==> src/rtl/register.sv <==
// WIDTH-bit storage register with load enable and an asynchronous active-high
// reset. Q is driven straight from the state flops.
`timescale 1ns/1ps

module register #(
    parameter int                 WIDTH       = 16,
    parameter logic [WIDTH-1:0]   RESET_VALUE = '0
) (
    input  logic             clk,
    input  logic             reset,
    input  logic             load_en,
    input  logic [WIDTH-1:0] D,
    output logic [WIDTH-1:0] Q
);

    logic [WIDTH-1:0] data_q;
    logic [WIDTH-1:0] data_d;

    // An unknown load_en poisons the whole word in simulation instead of
    // silently holding; synthesis is free to pick either branch.
    always_comb begin
        data_d = data_q;
        case (load_en)
            1'b1:    data_d = D;
            1'b0:    data_d = data_q;
            default: data_d = 'x;
        endcase
    end

    always_ff @(posedge clk or posedge reset) begin
        if (reset) begin
            data_q <= RESET_VALUE;
        end else begin
            data_q <= data_d;
        end
    end

    assign Q = data_q;

endmodule

==> config.mk <==
export PLATFORM = sky130hd
export DESIGN_NAME = register
export DESIGN_NICKNAME = d
export VERILOG_FILES = /design/src/rtl/register.sv
export SDC_FILE = /design/constraint.sdc
export NUM_CORES = 1
export LEC_CHECK = 0
export ABC_CLOCK_PERIOD_IN_PS = 1400
export CORE_UTILIZATION = 42
export CTS_BUF_LIST = sky130_fd_sc_hd__clkbuf_2 sky130_fd_sc_hd__clkbuf_4 sky130_fd_sc_hd__clkbuf_8
export DETAILED_ROUTE_END_ITERATION = 8
export GPL_ROUTABILITY_DRIVEN = 0
export PLACE_DENSITY = 0.91
export SYNTH_ARGS = -nofsm -noshare
export SYNTH_HDL_FRONTEND = slang
export SYNTH_SLANG_ARGS = --single-unit
export TNS_END_PERCENT = 20
==> constraint.sdc <==
create_clock -name clk -period 1.4 [get_ports clk]
set_input_delay 0.21 -clock clk [delete_from_list [all_inputs] [get_ports clk]]
set_output_delay 0.21 -clock clk [all_outputs]
set_load 0.02 [all_outputs]
==> out/metrics.cfg <==
[status]
run_status=finished clean

[sta]
slew-limit-headroom_pct=84.7
layout_worst_path_cycle_share_pct=85.9
hold_slack_ns=0.224
final-max-slew-violation-count=0
timing_worst_slew_pin_value_ns=0.230
total_negative_setup_slacks_ns=0
highest_achievable_clock_rate_mhz=831
finalHoldViolCount=0
fin_worst_skew_ns=0
finalSetupViolCount=0
grt_setup_unrepaired=no
post-route-min-period_ns=1.20

[routing]
drcViolationCount=0
vias=428
drt-total-wl_mm=1.24
dr.pass1.iters=2
initial_drc_count=1
avgRoutedWirePerCell_um=14.0
antenna_left=0
viasPerCell=4.86

[setup_path]
cp.arrival_ns=0.99
setup.worst_path.end_class=output port
cp-start-kind=register
slowest_stage_delay_cp_ns=0.39
cp_top_family=flip-flops
timing.critical_path.cells=dlygate4sd2_1
path_class=reg -> out
worst-endpoint-required_ns=1.19
biggest_fanout_along_the_worst_timing_path=2
critical_path.n_buffers_inverters=1
critical-path-slowest-cell=dfrtp_1

[cts]
depth_of_the_cts_h_tree=1
cts_tree=built
clock_sinks=16
cts_hold_buffers=0
clock_path_buffers=2
clock_latency_ns=0.28
ctsRootBufferMaster=clkbuf_4
numCtsBuffers=3
cts.clk_slew.worst_paths_ns=0.08

[finish]
sequential_cell_area_um2=400
area.growth.synth_to_final_pct=54.0
layout.core_utilization_pct=73.6
fill_cells=116
antenna_cells=0
finish.net_count=94
multi_input_comb_area_um2=218
largest_register_ff_count=16
post_route_cells_drive_above_1_share_pct=30.1

[global_routing]
grt_pass1_vias=476
globalRouteOverflowTotal=0
grt_antenna_before_repair=0
wire_length_of_the_first_global_routing_pass_mm=2.19
grt.total_usage_pct=17.0
maximum_number_of_pins_on_one_net_before_global_route_repair=17

[yosys]
synthesis.area_um2=653
postSynthNetCount=54
synth.yosys.warnings=0
synth_area_leaders=dfrtp_1 (61%), mux2_4 (23%), mux2_2 (10%)
synth.largest_area_cell=dfrtp_1
yosysUniqueCellTypes=6
synth_sequential_area_ratio_pct=61.3
synthesis.instances=35
postSynthAreaPerCell_um2=18.7
synth_top_cell_area_share_pct=61.3
ys_ff_latch=16

[flow_run]
max-cap-violations=0

[die]
placement_rows=13
die_width_um=41.4
io_pins=35
fp.dieH_um=41.4
initial_core_util_pct=47.8
coreArea_um2=1370
die-area_um2=1720

[placed_design]
place.detailed.hpwl_um=933
port_buffers=34

[pwr]
power.leakage_nw=0.482
power.ir.vdd_worst_mv=0.835
power.density_nw_per_um2=1020

[min_path]
hp-class=in -> async

## where the power goes
group	internal [W]	total [W]	switching, W
logic	0.000150	0.000267	0.000117
registers	0.000508	0.000530	0.0000221
clock network	0.0000999	0.000231	0.000131
total	0.000758	0.00103	0.000270
## cell families (layout without fill, tap and decap cells)
family | after synthesis | in the layout | synth area share, %
DFF | 16 | 16 | 61.3
muxes | 16 | 16 | 33.3
buffers and inverters | 3 | 41 | 5.36
## metrics by stage
| stage | setup slack, ns | power (W) | area, um^2 | std cells |
|---|---|---|---|---|
| 3_3_place_gp | 0.0310 | 0.000839 | 1000 | 85 |
| 4_1_cts | 0.179 | 0.00104 | 1010 | 88 |
| 2_1_floorplan | 0.528 | 0.000688 | 653 | 35 |
| 6_report | 0.197 | 0.00103 | 1010 | 88 |
| 5_1_grt | 0.148 | 0.00108 | 1010 | 88 |
| 3_5_place_dp | 0.00896 | 0.000844 | 1000 | 85 |
## routing by layer
metal | share of wire, % | vias to the layer above | GRT usage [%]
met1 | 44 | 199 | 20.6
met4 | 0.97 | 0 | 7.74
li1 | - | 198 | -
met3 | 12 | 2 | 8.70
met2 | 42 | 29 | 25.0
met5 | 0 | - | 0
## repair_timing
action / CTS / global route
setup endpoints to repair: 16 / 0
resized for setup: 16 / 0
setup buffers: 0 / 0
endpoints found under the hold margin: 0 / 0
## cell type report
| cell class | instances | share of cell area [%] |
|---|---|---|
| clock buffer | 3 | 2.24 |
| inverter | 1 | 0.373 |
| multi-input combinational | 16 | 21.6 |
| sequential | 16 | 39.8 |
| tap | 15 | 1.87 |
| timing repair buffer | 37 | 34.1 |
## synthesized netlist by cell type, drive strengths merged
| cell type | count |
|---|---|
| mux2 | 16 |
| dfrtp | 16 |
| inv | 1 |
| buf | 2 |
## final timing paths
kind,slack (ns),to,cells after the start,from
max in group asynchronous,0.99,Q[5],3,reset
setup / recovery,0.20,Q[6],1,Q[6]
hold reg to reg,0.51,Q[2],1,Q[2]
min in group clk,0.51,Q[2],1,Q[2]
hold / removal,0.22,Q[4],3,reset
setup reg to reg,0.63,Q[11],1,Q[11]
## cells in the final DEF, fill, tap and decap left out
cell,count
clkdlybuf4s50_1,18
dfrtp_1,16
dlygate4sd2_1,16
mux2_4,10
mux2_2,6
clkbuf_4,3
buf_4,3
inv_1,1
Note: power is estimated with default switching activity, not from simulation.
